==> config.mk <==
export PLATFORM = sky130hd
export DESIGN_NAME = mem_arbiter
export DESIGN_NICKNAME = d
export VERILOG_FILES = /design/src/rtl/mem_arbiter_pkg.sv /design/src/rtl/mem_arb_watchdog.sv /design/src/rtl/mem_arbiter.sv
export SDC_FILE = /design/constraint.sdc
export NUM_CORES = 1
export LEC_CHECK = 0
export CAP_MARGIN = 40
export CORE_AREA = 4 4 129 131
export CTS_CLUSTER_SIZE = 14
export DETAILED_ROUTE_END_ITERATION = 7
export DIE_AREA = 0 0 133 135
export PLACE_DENSITY_LB_ADDON = 0.08
export SLEW_MARGIN = 20
export SYNTH_ARGS = -nofsm -noshare
export SYNTH_HDL_FRONTEND = slang
export SYNTH_SLANG_ARGS = --single-unit
==> constraint.sdc <==
create_clock -name clk -period 1.7 [get_ports clk]
set_input_delay 0.255 -clock clk [delete_from_list [all_inputs] [get_ports clk]]
set_output_delay 0.255 -clock clk [all_outputs]
set_load 0.02 [all_outputs]
==> src/rtl/mem_arbiter_pkg.sv <==
// mem_arbiter_pkg
// Shared definitions for the two-port memory arbiter.
// Contents:
//   arb_state_t     - arbiter FSM states (IDLE, GRANT, RESP)
//   owner_t         - which requester owns the current access (OWN_I, OWN_D)
//   SZ_B/SZ_H/SZ_W  - store size codes as seen on d_w_size / mem_w_size
//   pick_data_port  - round-robin winner selection
package mem_arbiter_pkg;

    typedef enum logic [1:0] {
        ST_IDLE  = 2'd0,
        ST_GRANT = 2'd1,
        ST_RESP  = 2'd2
    } arb_state_t;

    typedef enum logic {
        OWN_I = 1'b0,
        OWN_D = 1'b1
    } owner_t;

    localparam logic [1:0] SZ_B = 2'b00;
    localparam logic [1:0] SZ_H = 2'b01;
    localparam logic [1:0] SZ_W = 2'b10;

    // A lone requester always wins. On a tie, the port that did not win
    // last time wins, so a tie straight after reset goes to the data port.
    function automatic logic pick_data_port(input logic   i_req,
                                            input logic   d_req,
                                            input owner_t last_grant);
        return d_req && (!i_req || (last_grant == OWN_I));
    endfunction

endpackage

==> src/rtl/mem_arb_watchdog.sv <==
// mem_arb_watchdog
// Counts cycles spent waiting on the memory and flags when the wait limit
// has been used up.
// Ports:
//   clk      - clock, posedge
//   reset    - synchronous active-high reset
//   clear    - zero the counter (held while no access is outstanding)
//   count_en - an access is outstanding; count this cycle
//   expired  - the current cycle is the last one allowed for the access
module mem_arb_watchdog #(
    parameter int TIMEOUT = 255
) (
    input  logic clk,
    input  logic reset,
    input  logic clear,
    input  logic count_en,
    output logic expired
);

    localparam int CNT_W = (TIMEOUT < 1) ? 1 : $clog2(TIMEOUT + 1);
    localparam logic [CNT_W-1:0] LIMIT = CNT_W'(TIMEOUT);

    logic [CNT_W-1:0] count;

    // Saturating wait counter. It holds the number of outstanding cycles
    // already survived, so it reads TIMEOUT on the (TIMEOUT+1)-th cycle.
    always_ff @(posedge clk) begin
        if (reset || clear) begin
            count <= '0;
        end else if (count_en && (count != LIMIT)) begin
            count <= count + CNT_W'(1);
        end
    end

    assign expired = count_en && (count == LIMIT);

endmodule

==> src/rtl/mem_arbiter.sv <==
// mem_arbiter
// Lets the instruction-fetch port and the data port of minuteCore share one
// memory. Requests are captured into registers on grant, ties are resolved
// round-robin, and a watchdog aborts accesses the memory never answers.
// Ports:
//   clk, reset                      - clock and synchronous active-high reset
//   i_addr, i_enable                - fetch request (held until i_ready)
//   i_data, i_ready                 - fetch data and one-cycle completion pulse
//   d_addr, d_r_enable, d_w_enable  - data request (write wins if both high)
//   d_w_size, d_w_data              - store size code and store data
//   d_r_data, d_ready               - load data and one-cycle completion pulse
//   mem_addr, mem_r_enable,
//   mem_w_enable, mem_w_size,
//   mem_w_data                      - request towards the memory
//   mem_r_data, mem_ready           - memory response
//   bus_error                       - one-cycle pulse on an aborted access
//   busy                            - arbiter is not idle
module mem_arbiter
    import mem_arbiter_pkg::*;
#(
    parameter int ADDR_W  = 32,
    parameter int DATA_W  = 32,
    parameter int TIMEOUT = 255
) (
    input  logic              clk,
    input  logic              reset,
    input  logic [ADDR_W-1:0] i_addr,
    input  logic              i_enable,
    output logic [DATA_W-1:0] i_data,
    output logic              i_ready,
    input  logic [ADDR_W-1:0] d_addr,
    input  logic              d_r_enable,
    input  logic              d_w_enable,
    input  logic [1:0]        d_w_size,
    input  logic [DATA_W-1:0] d_w_data,
    output logic [DATA_W-1:0] d_r_data,
    output logic              d_ready,
    output logic [ADDR_W-1:0] mem_addr,
    output logic              mem_r_enable,
    output logic              mem_w_enable,
    output logic [1:0]        mem_w_size,
    output logic [DATA_W-1:0] mem_w_data,
    input  logic [DATA_W-1:0] mem_r_data,
    input  logic              mem_ready,
    output logic              bus_error,
    output logic              busy
);

    arb_state_t state;
    // Last port granted; while an access is outstanding it is also the owner.
    owner_t     last_grant;
    logic       i_req;
    logic       d_req;
    logic       grant_d;
    logic       in_grant;
    logic       expired;

    assign i_req    = i_enable;
    assign d_req    = d_r_enable | d_w_enable;
    assign grant_d  = pick_data_port(i_req, d_req, last_grant);
    assign in_grant = (state == ST_GRANT);

    mem_arb_watchdog #(
        .TIMEOUT (TIMEOUT)
    ) u_watchdog (
        .clk      (clk),
        .reset    (reset),
        .clear    (!in_grant),
        .count_en (in_grant),
        .expired  (expired)
    );

    // Arbiter FSM with every output registered. The memory side is driven
    // only from what was captured at grant time, so requester inputs can
    // change freely while an access is outstanding.
    always_ff @(posedge clk) begin
        if (reset) begin
            state        <= ST_IDLE;
            last_grant   <= OWN_I;
            i_data       <= '0;
            i_ready      <= 1'b0;
            d_r_data     <= '0;
            d_ready      <= 1'b0;
            mem_addr     <= '0;
            mem_r_enable <= 1'b0;
            mem_w_enable <= 1'b0;
            mem_w_size   <= SZ_B;
            mem_w_data   <= '0;
            bus_error    <= 1'b0;
            busy         <= 1'b0;
        end else begin
            i_ready   <= 1'b0;
            d_ready   <= 1'b0;
            bus_error <= 1'b0;

            unique case (state)
                ST_IDLE: begin
                    if (i_req || d_req) begin
                        state <= ST_GRANT;
                        busy  <= 1'b1;
                        if (grant_d) begin
                            last_grant   <= OWN_D;
                            mem_addr     <= d_addr;
                            mem_r_enable <= !d_w_enable;
                            mem_w_enable <= d_w_enable;
                            mem_w_size   <= d_w_size;
                            mem_w_data   <= d_w_data;
                        end else begin
                            // Fetches are always reads with no store payload.
                            last_grant   <= OWN_I;
                            mem_addr     <= i_addr;
                            mem_r_enable <= 1'b1;
                            mem_w_enable <= 1'b0;
                            mem_w_size   <= SZ_B;
                            mem_w_data   <= '0;
                        end
                    end
                end

                ST_GRANT: begin
                    // A memory answer in the watchdog's last cycle still counts.
                    if (mem_ready || expired) begin
                        state        <= ST_RESP;
                        mem_r_enable <= 1'b0;
                        mem_w_enable <= 1'b0;
                        bus_error    <= !mem_ready;
                        if (last_grant == OWN_D) begin
                            d_ready  <= 1'b1;
                            d_r_data <= mem_ready ? mem_r_data : '0;
                        end else begin
                            i_ready  <= 1'b1;
                            i_data   <= mem_ready ? mem_r_data : '0;
                        end
                    end
                end

                ST_RESP: begin
                    // Always pass through IDLE so a still-high enable from
                    // the owner is not mistaken for a new request.
                    state <= ST_IDLE;
                    busy  <= 1'b0;
                end

                default: begin
                    state        <= ST_IDLE;
                    busy         <= 1'b0;
                    mem_r_enable <= 1'b0;
                    mem_w_enable <= 1'b0;
                end
            endcase
        end
    end

endmodule

==> results list, run 1 <==
- The flow ran to the end, and the final reports show no timing, DRC or antenna violations.
* Min-Delay Path Class: in -> reg
* Setup_tns: 0 ns
- The setup path with the least slack is of type reg -> out.
- After floorplanning, the core was divided into 46 placement rows.
* Total global routing track utilization: 0.1847
* CP cell instances: clkdlybuf4s50_1
- The first detailed-routing pass took 4 iterations.
- Clock buffers created by TritonCTS: 17
* Worst path depth: 1
- Fraction of the core area covered by cells at the end of the flow: 0.5881
- Ports placed on the boundary: 272
- The H-tree was split into 4 levels.
- Via count: 5,131
- CTS saw 147 sinks.
- The worst-case IR drop observed on VDD is 0.7012 mV.
- The critical path starts at mem_addr[28]$_SDFFE_PP0P_.
* Share of Yosys cell area claimed by the top area cell type: 0.5369
* Post-Syn Instances: 529
- For the worst-skew pair, the clock arrives at the later sink with an insertion delay of 0.42 ns.
- In this run the vertical extent of the chip is 135 µm.
* Cell at the root of the clock tree: clkbuf_16
* Max transition margin: 0.7383
- Total nets after synthesis: 666
- Mapped Area: 5482 µm²
* Parity-gate share of the synthesized area counting xor and xnor cells: 0.004793
* Via count of the first global-routing pass: 5,253
- Fin. max-slew vios: 0
- Detail-routed net length per standard cell: 16.49 µm
* Pleak: 3.553 nW
* Maximum fanout encountered on the critical timing path: 2
- From synthesis to final layout, the design area changed by 67.34%.
- Largest area contributor in the synthesized netlist: dfxtp_1
* Data required time of the worst path: 1.44 ns
- The final-report hold violation count was 0.
* Share of async-settable or async-resettable flops after synthesis: 0
- Fill cell total of the finished layout: 1,344
- Total overflow reported by the global router: 0
- Sort of element at the start of the critical path: flip-flop
* Die X-Extent: 133 µm
- Of the total synthesized cell area, the portion taken by AND, OR, NAND and NOR gates is 0.1166.
- Shortest clock period the worst path allows after layout: 1.655 ns
* Largest stage delay on the critical path: 0.64 ns
- Initial DRC Count: 269
* Mean instance size in the synthesized netlist: 10.36 µm²
- Std-Cell Core Area: 15,600 µm²
- Unrepaired setup endpoints after global routing: false
* Cell family with most CP delay: buffers and inverters
- The count of nets left with antenna violations once routing finished came out at 0.
* Total of buffers placed on input and output ports: 271
* Final Non-Filler Cells: 1,018
* Syn. warnings: 0
- Slew at the pin closest to its max-slew limit: 0.3926 ns
- CTS max path bufs: 2
- The floorplan step defined a die boundary enclosing 17,960 µm².
- Of the total synthesized cell area, the portion taken by full adders, half adders and majority gates is 0.002283.
- The detailed router put a total of 6582 µm of wire on met1.
- Total of endpoints with negative setup slack in the final report: 0
* Initial Util: 0.3514
- In this run the critical register-to-register path is launched from u_watchdog.count[0]$_SDFFE_PP0P_.
- Fraction of the yosys area taken by sequential cells: 0.5369
- Dividing the detail-routed via count by the number of cells gives 5.040.
* EDFF count, synth: 0
- Max Fclk: 604.4 MHz
* Most used DFF post-synth: dfxtp_1
- Number of post-CTS setup repair buffers: 0
- Cell count after placement: 986
- Clock tree from TritonCTS: built
- Commonest cells post-synth: dfxtp_1, a32o_1, nand2_1, a21oi_1, nor2_1
* Register bit count reported by yosys: 147
- Setup slack on the worst flop-to-flop path: 0.08 ns
* Compound-gate portion of the synthesized area: 0.2235
- Gpl congestion: 0.7391
- Measured against the total synthesized area, the mux share comes to 0.05843.
- Count of cell types in the netlist: 40
* Max-cap check violation count: 0
* Cts-stage hold buffer count: 0
* Combinational family with the most area after synthesis: compound AO/OA/AOI/OAI gates
- STA classifies the critical path endpoint as an output port.
- Fin crit share: 0.9732
* Arrival time of data at the critical path endpoint: 1.40 ns
- After detailed routing, the number of remaining DRC violations is 0.
- Antenna violations before repair: 0
- The worst register-to-register path ends at d_r_data[13]$_SDFFE_PP0P_.
- The first global-routing pass estimated 26,610 µm of wire.
- Detailed placement finished with a half-perimeter wire length of 12,300 µm.
- Power spread over the standard cell area amounts to 1057 nW/µm².
- Number of nets at the end of the flow: 926
- Library cell contributing the largest single delay on the critical path: clkdlybuf4s50_1
- The routed design uses 1861 µm of met3 wire.
* Maximum number of pins on one net before global-route repair: 60
* Capturing element of the worst setup path: mem_addr[28]
- Detailed routing placed a total of 8039 µm of wire on met2.
- Routed WL: 16,790 µm
- The clock arrives with 0.01142 ns of skew.
- After clock tree synthesis, the clock-pin slew on the worst setup and hold paths is 0.06 ns.
- Crit path buf inv count: 1
- Antenna cells: 0
- Ranked by total cell area, the synthesized netlist is headed by dfxtp_1, a32o_1, mux2i_1.
- The highest metal layer carrying signal wires in the routed design is met4.
* Count leader, synth: dfxtp_1
* Logic depth of the worst register-to-register path: 6
* Share of post-route cells with drive strength above 1: 0.08479
## placed cells by master (no fill, tap or decap), types with 3 or more instances in the layout
cell type / n
nand2_1: 41
dlygate4sd2_1: 4
mux2i_1: 32
clkinv_2: 3
dfxtp_1: 147
clkdlybuf4s50_1: 258
nor2_1: 40
dlymetal6s2s_1: 8
bufinv_16: 4
buf_12: 13
nand3_1: 37
xnor2_1: 3
clkbuf_16: 17
a32o_1: 64
nand4b_1: 3
a21oi_1: 40
buf_4: 12
a211oi_1: 35
## timing repair
item,4_1_cts,5_1_grt
gates resized for setup,4,8
endpoints found under the setup margin,4,8
pin swaps,0,0
## layout make-up
cell class / instances / area (µm²) / area share
Timing Repair Buffer: 296 / 3073 / 0.3350
Sequential cell: 147 / 2943 / 0.3208
Clock inverter: 12 / 176.4 / 0.01923
Multi-Input combinational cell: 326 / 2250 / 0.2453
Inverter: 1 / 3.754 / 0.0004092
Clock buffer: 20 / 456.7 / 0.04979
Tap cell: 216 / 270.3 / 0.02946
## worst min-delay path by stage
stage / startpoint / endpoint / slack, ns / depth (start not counted)
5_1_grt: reset / d_ready$_SDFF_PP0_ / 0.26 / 2
3_3_place_gp: mem_w_data[1]$_SDFFE_PP0P_ / mem_w_data[1]$_SDFFE_PP0P_ / 0.44 / 2
3_5_place_dp: mem_w_size[1]$_SDFFE_PP0P_ / mem_w_size[1]$_SDFFE_PP0P_ / 0.44 / 2
6_report: reset / d_ready$_SDFF_PP0_ / 0.27 / 2
2_1_floorplan: mem_ready / bus_error$_SDFF_PP0_ / 0.33 / 1
4_1_cts: reset / i_ready$_SDFF_PP0_ / 0.25 / 2
## through the flow
stage | setup slack (ns) | cell area [µm²] | total power, mW | hold slack [ns]
floorplan | 0.08785 | 5482 | 4.790 | 0.3343
global placement | -0.02274 | 8524 | 5.796 | 0.4373
detailed placement | -0.05036 | 8524 | 5.825 | 0.4430
CTS | 0.01599 | 9153 | 9.827 | 0.2485
global route | 0.0005279 | 9173 | 10.12 | 0.2645
finish | 0.04549 | 9173 | 9.695 | 0.2723
## per-layer routing
metal / track usage / up-vias
li1: - / 2498
met1: 0.2071 / 2396
met2: 0.3039 / 214
met3: 0.09091 / 23
met4: 0.06928 / 0
met5: 0 / -
## power breakdown
part	switching (mW)	internal (mW)	leakage, nW
clock	1.43	2.54	0.307
combinational	0.947	0.982	2.04
sequential	0.122	3.68	1.20
total	2.50	7.19	3.55
## flip-flops by register name, summed over array words and instances (netlist names)
signal            flops
mem_w_data           32
d_r_data             32
mem_addr             32
mem_w_enable          1
d_ready               1
busy                  1
bus_error             1
mem_w_size            2
i_ready               1
i_data               32
mem_r_enable          1
state                 2
last_grant            1
u_watchdog.count      8
## cell families after synthesis
family | after synthesis
mux | 32
compound gates | 152
xor+xnor | 3
buf+inv | 56
fa+ha+maj | 1
simple gates | 138
flops | 147
(Power assumes the default switching activity.)
==> run 2: changes to the inputs <==
--- a/config.mk
+++ b/config.mk
@@ -5,12 +5,12 @@
 export SDC_FILE = /design/constraint.sdc
 export NUM_CORES = 1
 export LEC_CHECK = 0
-export CAP_MARGIN = 40
-export CORE_AREA = 4 4 129 131
+export CAP_MARGIN = 10
+export CORE_AREA = 2 2 127 129
 export CTS_CLUSTER_SIZE = 14
 export DETAILED_ROUTE_END_ITERATION = 7
-export DIE_AREA = 0 0 133 135
-export PLACE_DENSITY_LB_ADDON = 0.08
+export DIE_AREA = 0 0 129 131
+export PLACE_DENSITY = 0.75
 export SLEW_MARGIN = 20
 export SYNTH_ARGS = -nofsm -noshare
 export SYNTH_HDL_FRONTEND = slang
==> run 2 against run 1 <==
Die area shrank 5.9%. Critical path depth is the same. Highest routed layer is now met5. Via count shrank 0.39%. Critical endpoint is now d_r_data[5].
==> results list, run 2 (synthesized netlist as in run 1, its figures left out) <==
* Share of post-route cells with drive strength above 1: 0.09181 (+0.007023)
- Initial DRC Count: 260 (-3.3%)
- Via count: 5,111 (-0.39%)
- Cell area after layout: 9101 µm² (-0.78%)
- The end-of-flow core utilization is 0.5835 (-0.004573).
* Setup slack on the worst flop-to-flop path: 0.15 ns (+0.07 ns)
- The critical path required time came to 1.44 ns (about the same).
- Max Fclk: 609.1 MHz (+0.78%)
- Library cell contributing the largest single delay on the critical path: clkdlybuf4s50_1
* Number of post-CTS setup repair buffers: 0 (unchanged)
- Setup_tns: 0 ns (unchanged)
* Die X-Extent: 129 µm (-3.0%)
* Total of endpoints with negative setup slack in the final report: 0 (unchanged)
- Clock tree from TritonCTS: built
* # DRC: 0 (unchanged)
- Antenna cells: 0 (unchanged)
- Total of buffers placed on input and output ports: 271 (unchanged)
- The number of nets still failing antenna checks after routing was 0 (unchanged).
- The clock-pin slew of the registers on the worst-case setup and hold paths was 0.06 ns (about the same).
- The worst setup path is launched from a flip-flop.
* Arrival time of data at the critical path endpoint: 1.39 ns (about the same)
- Row count: 46 (unchanged)
- In the layout the commonest cells are clkdlybuf4s50_1, dfxtp_1, a32o_1.
- The highest ir drop seen on vdd was 0.6212 mV (-11%).
- Power per cell area: 1010 nW/µm² (-4.4%)
- The H-tree depth is 4 (unchanged).
* Unrepaired setup endpoints after global routing: false
- Antenna violations before repair: 0 (unchanged)
- Fin crit share: 0.9657 (-0.007553)
- The clock latency reported for the late side of the worst-skew pair was 0.41 ns (about the same).
- The total grt overflow was 0 (unchanged).
- The via count of the first global-routing pass came to 4,744 (-9.7%).
- In this run the most critical hold path is launched from reset.
- The per-cell routed wire length came to 15.63 µm (-5.2%).
- Slew at the pin closest to its max-slew limit: 0.5071 ns (+0.1145 ns)
- Fill cell total of the finished layout: 1,340 (-0.30%)
- Cell at the root of the clock tree: clkbuf_16
- The startpoint identified for the worst register-to-register timing path is state[0]$_SDFFE_PP0P_.
- The most critical setup path has its startpoint at d_r_data[5]$_SDFFE_PP0P_.
* Max-cap check violation count: 0 (unchanged)
- Via density per instance: 5.001 (-0.78%)
* Cell family with most CP delay: buffers and inverters
* Number of nets at the end of the flow: 930 (+0.43%)
* Fin. max-slew vios: 0 (unchanged)
* Worst path depth: 1 (unchanged)
- Cell area after placement: 8509 µm² (-0.18%)
* Final worst clock skew: 0.007160 ns (-0.004265 ns)
- Std-Cell Core Area: 15,600 µm² (unchanged)
- Category of the most critical setup path: reg -> out
- The area enclosed by the die boundary is 16,900 µm² (-5.9%).
- Ports placed on the boundary: 272 (unchanged)
* Min-Delay Path Class: in -> reg
- The all-layer global routing usage is 0.1795 (-0.005266).
- Maximum number of pins on one net before global-route repair: 96 (+60%)
- Signed area change from the synthesized netlist to the final layout: 66.04%
* CP cell instances: clkdlybuf4s50_1
* Maximum fanout encountered on the critical timing path: 2 (unchanged)
- The final wirelength is 15,970 µm (-4.8%).
* CTS max path bufs: 2 (unchanged)
- Gpl congestion: 0.7432 (+0.55%)
- Number of search-and-repair iterations in the first detailed-routing pass: 4 (unchanged)
- The worst-case headroom to the max-slew limit came to 0.6619 (-0.07636).
* # clock sinks: 147 (unchanged)
- Clock buffers created by TritonCTS: 17 (unchanged)
- The cell count of the worst reg-to-reg path is 5 (-1).
- Crit path buf inv count: 1 (unchanged)
- The worst hold path stage count was 2 (unchanged).
* Shortest clock period the worst path allows after layout: 1.642 ns (-0.01284 ns)
- Initial Util: 0.3514 (unchanged)
- First-pass GRT wire length: 23,810 µm (-11%)
* Detailed placer's ending HPWL: 10,970 µm (-11%)
- Hold Vio Cnt, Final: 0 (unchanged)
- The worst setup path is captured at an output port.
- Vert. Die Dim: 131 µm (-3.0%)
- Largest stage delay on the critical path: 0.63 ns (about the same)
- Status: complete, no violations
- Most common cell after layout, fill and taps aside: clkdlybuf4s50_1
- Pleak: 3.463 nW (-2.5%)
- Power Total: 9.191 mW (-5.2%)
[run 2: cell count changes in the layout (fill, tap and decap cells not counted), sizes merged]
cell and change:
inv +5, dlygate4sd2 -2, clkinvlp +4, buf +3, clkdlybuf4s50 +5, dlymetal6s2s -3
clkinv -2, clkbuf -2, bufinv -4
[run 2: layout make-up]
class / instances / area [µm²] / share of cell area
multi-input combinational: 326 / 2252 / 0.2475
inverter: 1 / 3.754 / 0.0004124
timing repair buffer: 300 / 3085 / 0.3390
sequential: 147 / 2943 / 0.3233
clock buffer: 17 / 425.4 / 0.04674
tap: 216 / 270.3 / 0.02969
clock inverter: 15 / 121.4 / 0.01334
[run 2: power by group]
| part | internal [mW] | switching, mW | total [mW] |
|---|---|---|---|
| clock | 1.90 | 1.57 | 3.47 |
| combinational | 0.989 | 0.946 | 1.93 |
| sequential | 3.67 | 0.116 | 3.79 |
| total | 6.56 | 2.63 | 9.19 |
[run 2: worst paths after layout]
path,to
worst max-delay path,d_r_data[5]
worst min-delay path,busy$_SDFFE_PP0P_
worst min register to register,mem_w_data[30]$_SDFFE_PP0P_
worst max register to register,i_data[24]$_SDFFE_PP0P_
[run 2: metal layers]
| metal | wire (µm) | track usage | part of all wire | up-vias |
|---|---|---|---|---|
| li1 | - | - | - | 2511 |
| met1 | 6678 | 0.2106 | 0.42 | 2360 |
| met2 | 7516 | 0.2979 | 0.47 | 222 |
| met3 | 1554 | 0.07207 | 0.097 | 16 |
| met4 | 217 | 0.06522 | 0.014 | 2 |
| met5 | 6 | 0 | 0.00038 | - |
[run 2: what timing repair did]
item	4_1_cts	5_1_grt
hold buffers	0	0
setup endpoints to repair	2	61
cloned	0	1
resized for setup	2	7
[run 2: metrics by stage]
| stage | worst slack [ns] | cells | hold slack, ns |
|---|---|---|---|
| 2_1_floorplan | 0.08785 | 529 | 0.3343 |
| 3_3_place_gp | -0.09261 | 989 | 0.4379 |
| 3_5_place_dp | -0.1123 | 989 | 0.4422 |
| 4_1_cts | 0.001694 | 1021 | 0.2258 |
| 5_1_grt | 0.008194 | 1022 | 0.2571 |
| 6_report | 0.05833 | 1022 | 0.2415 |
==> run 3: changes to the inputs <==
--- a/config.mk
+++ b/config.mk
@@ -6,11 +6,13 @@
 export NUM_CORES = 1
 export LEC_CHECK = 0
 export CAP_MARGIN = 10
-export CORE_AREA = 2 2 127 129
+export CORE_AREA = 2 2 121 123
 export CTS_CLUSTER_SIZE = 14
 export DETAILED_ROUTE_END_ITERATION = 7
-export DIE_AREA = 0 0 129 131
-export PLACE_DENSITY = 0.75
+export DIE_AREA = 0 0 123 125
+export GPL_ROUTABILITY_DRIVEN = 0
+export PLACE_DENSITY = 0.78
+export REMOVE_ABC_BUFFERS = 1
 export SLEW_MARGIN = 20
 export SYNTH_ARGS = -nofsm -noshare
 export SYNTH_HDL_FRONTEND = slang
==> constraint.sdc (replaced) <==
create_clock -name clk -period 1.8 [get_ports clk]
set_input_delay 0.27 -clock clk [delete_from_list [all_inputs] [get_ports clk]]
set_output_delay 0.27 -clock clk [all_outputs]
set_load 0.02 [all_outputs]
==> run 3 against run 2 <==
Non-clock buffer count is 11 lower. Cell count is 4.2% lower. Critical path depth stayed put. Setup slack better by 0.032 ns. Worst hold slack better by 0.13 ns. Clock skew is 0.0012 ns lower. Die area is 9.0% lower. Clock power is 6.1% lower.
==> results list, run 3 (synthesized netlist as in run 1, its figures left out) <==
- The run finished with clean final reports.
- Die Area: 15,380 µm² (-9.0%)
* Sort of element at the start of the critical path: flip-flop
- The all-layer global routing usage came to 0.2094 (+0.02992).
* Std-Cell Core Area: 14,200 µm² (-8.9%)
- Power per cell area: 967.7 nW/µm² (-4.2%)
- IR drop worst, VDD: 0.5306 mV (-15%)
- Setup repair after global routing left no endpoint under its margin.
- The initial core utilization is 0.3859 (+0.03449).
- CP cell instances: clkdlybuf4s50_1
* Share of post-route cells with drive strength above 1: 0.07925 (-0.01257)
- The H-tree depth was 4 (unchanged).
- The maximum fanout along the worst path came to 2 (unchanged).
- The clock tree buffer depth is 2 (unchanged).
* Launch point of the worst hold path: reset
- Row count: 44 (-4.3%)
- The library cell used most frequently in the layout, excluding fill and tap cells, is clkdlybuf4s50_1.
- The critical path required time is 1.53 ns (+0.09 ns).
- The number of antenna violations at the first check in global routing is 0 (unchanged).
* Arrival time of data at the critical path endpoint: 1.44 ns (+0.05 ns)
* Detail-routed net length per standard cell: 16.62 µm (+6.4%)
* Startpoint of the worst register-to-register path: u_watchdog.count[0]$_SDFFE_PP0P_
- The number of clock sinks seen by CTS came to 147 (unchanged).
* Clk slew on worst S/H paths: 0.06 ns (about the same)
- Antenna cells: 0 (unchanged)
- The post-layout instance area was 8917 µm² (-2.0%).
- The library cells used most frequently in the layout, excluding fill and tap cells, are clkdlybuf4s50_1, dfxtp_1, a32o_1.
- In this design, the largest share of critical-path delay is due to buffers and inverters.
- Critical path endpoint category: output port
* Library cell contributing the largest single delay on the critical path: clkdlybuf4s50_1
* First-pass GRT wire length: 25,300 µm (+6.3%)
* Signed area change from the synthesized netlist to the final layout: 62.68%
- Via count: 5,210 (+1.9%)
- Fraction of the core area covered by cells at the end of the flow: 0.6278 (+0.04431)
- Based on the critical path, the design can be clocked at up to 585.0 MHz.
- The total grt overflow came to 0 (unchanged).
- The detailed-route vias per instance is 5.322 (+6.4%).
* Min-Delay Path Class: in -> reg
- The post-placement cell area came to 8363 µm² (-1.7%).
- The clock latency reported for the late side of the worst-skew pair was 0.42 ns (about the same).
- Total of endpoints with negative setup slack in the final report: 0 (unchanged)
- The via count of the first global-routing pass is 5,156 (+8.7%).
- The net count of the finished layout came to 919 (-1.2%).
- The buffers plus inverters on the worst setup path is 1 (unchanged).
* Fin. max-slew vios: 0 (unchanged)
- Detailed placer's ending HPWL: 11,820 µm (+7.7%)
- Routed WL: 16,270 µm (+1.9%)
- # DRC: 0 (unchanged)
- Power Total: 8.629 mW (-6.1%)
- TritonCTS built the clock tree.
- Initial DRC Count: 209 (-20%)
* Max transition margin: 0.6035 (-0.05839)
- Fin crit share: 0.9497
- The number of nets still failing antenna checks after routing is 0 (unchanged).
* Die X-Extent: 123 µm (-4.7%)
- Maximum number of pins on one net before global-route repair: 102 (+6.3%)
* Shortest clock period the worst path allows after layout: 1.709 ns
- The floorplan die height was 125 µm (-4.6%).
- The number of maximum-capacitance constraint violations is 0 (unchanged).
- Pleak: 3.304 nW (-4.6%)
* Total of buffers placed on input and output ports: 271 (unchanged)
* Final worst clock skew: 0.005993 ns (-0.001166 ns)
- Number of search-and-repair iterations in the first detailed-routing pass: 4 (unchanged)
- Category of the most critical setup path: reg -> out
- The total negative setup slack came to 0 ns (unchanged).
- In this run the worst setup path begins at mem_w_data[29]$_SDFFE_PP0P_.
* Slew at the pin closest to its max-slew limit: 0.5934 ns (+0.08633 ns)
* Largest stage delay on the critical path: 0.69 ns (+0.06 ns)
* Clock buffers created by TritonCTS: 17 (unchanged)
- The final-report hold violation count was 0 (unchanged).
- The post-CTS setup buffer count came to 0 (unchanged).
- Cell at the root of the clock tree: clkbuf_16
* Ports placed on the boundary: 272 (unchanged)
* Hold slack final: 0.3676 ns (+0.1261 ns)
==> run 3: cell count changes in the layout (fill, tap and decap cells not counted), sizes merged <==
cell           delta
buf              -10
clkdlybuf4s50     +7
clkbuf            -1
clkinvlp          -1
clkinv            +2
dlymetal6s2s      -5
dlygate4sd2       -2
inv               -1
==> run 3: final timing paths <==
kind | end | cells after the start | slack (ns)
max reg2reg | d_r_data[7]$_SDFFE_PP0P_ | 6 | 0.10
min reg2reg | mem_w_data[15]$_SDFFE_PP0P_ | 2 | 0.45
max | mem_w_data[29] | 1 | 0.09
min | state[0]$_SDFFE_PP0P_ | 3 | 0.37
==> run 3: timing repair <==
| item | CTS | global route |
|---|---|---|
| gates resized for setup | 0 | 1 |
| hold buffers | 0 | 0 |
| endpoints found under the setup margin | 0 | 33 |
==> run 3: power by group <==
| part | leakage (nW) | internal (mW) | switching [mW] |
|---|---|---|---|
| registers | 1.20 | 3.47 | 0.120 |
| logic | 1.85 | 0.893 | 0.882 |
| clock network | 0.257 | 1.80 | 1.47 |
| total | 3.30 | 6.16 | 2.47 |
==> run 3: cell type report <==
class                   count  area, µm²
clock inverters            15      126.4
repair buffers            289       2930
inverters                   1      3.754
fillers                  1118       5286
flip-flops and latches    147       2943
multi-input cells         326       2258
well taps                 184      230.2
clock buffers              17      425.4
==> run 3: metal layers <==
layer | wire length [µm] | vias to the layer above | GRT usage
met5 | 0 | - | 0
met4 | 590 | 0 | 0.09759
met3 | 1739 | 37 | 0.09124
met2 | 7982 | 245 | 0.3555
met1 | 5961 | 2441 | 0.2209
li1 | - | 2487 | -
==> run 3: metrics by stage <==
stage	setup WS, ns	cells
floorplan	-1.119	474
global placement	-0.3411	946
detailed placement	-0.09148	947
CTS	0.07310	979
global route	0.01723	979
finish	0.09054	979
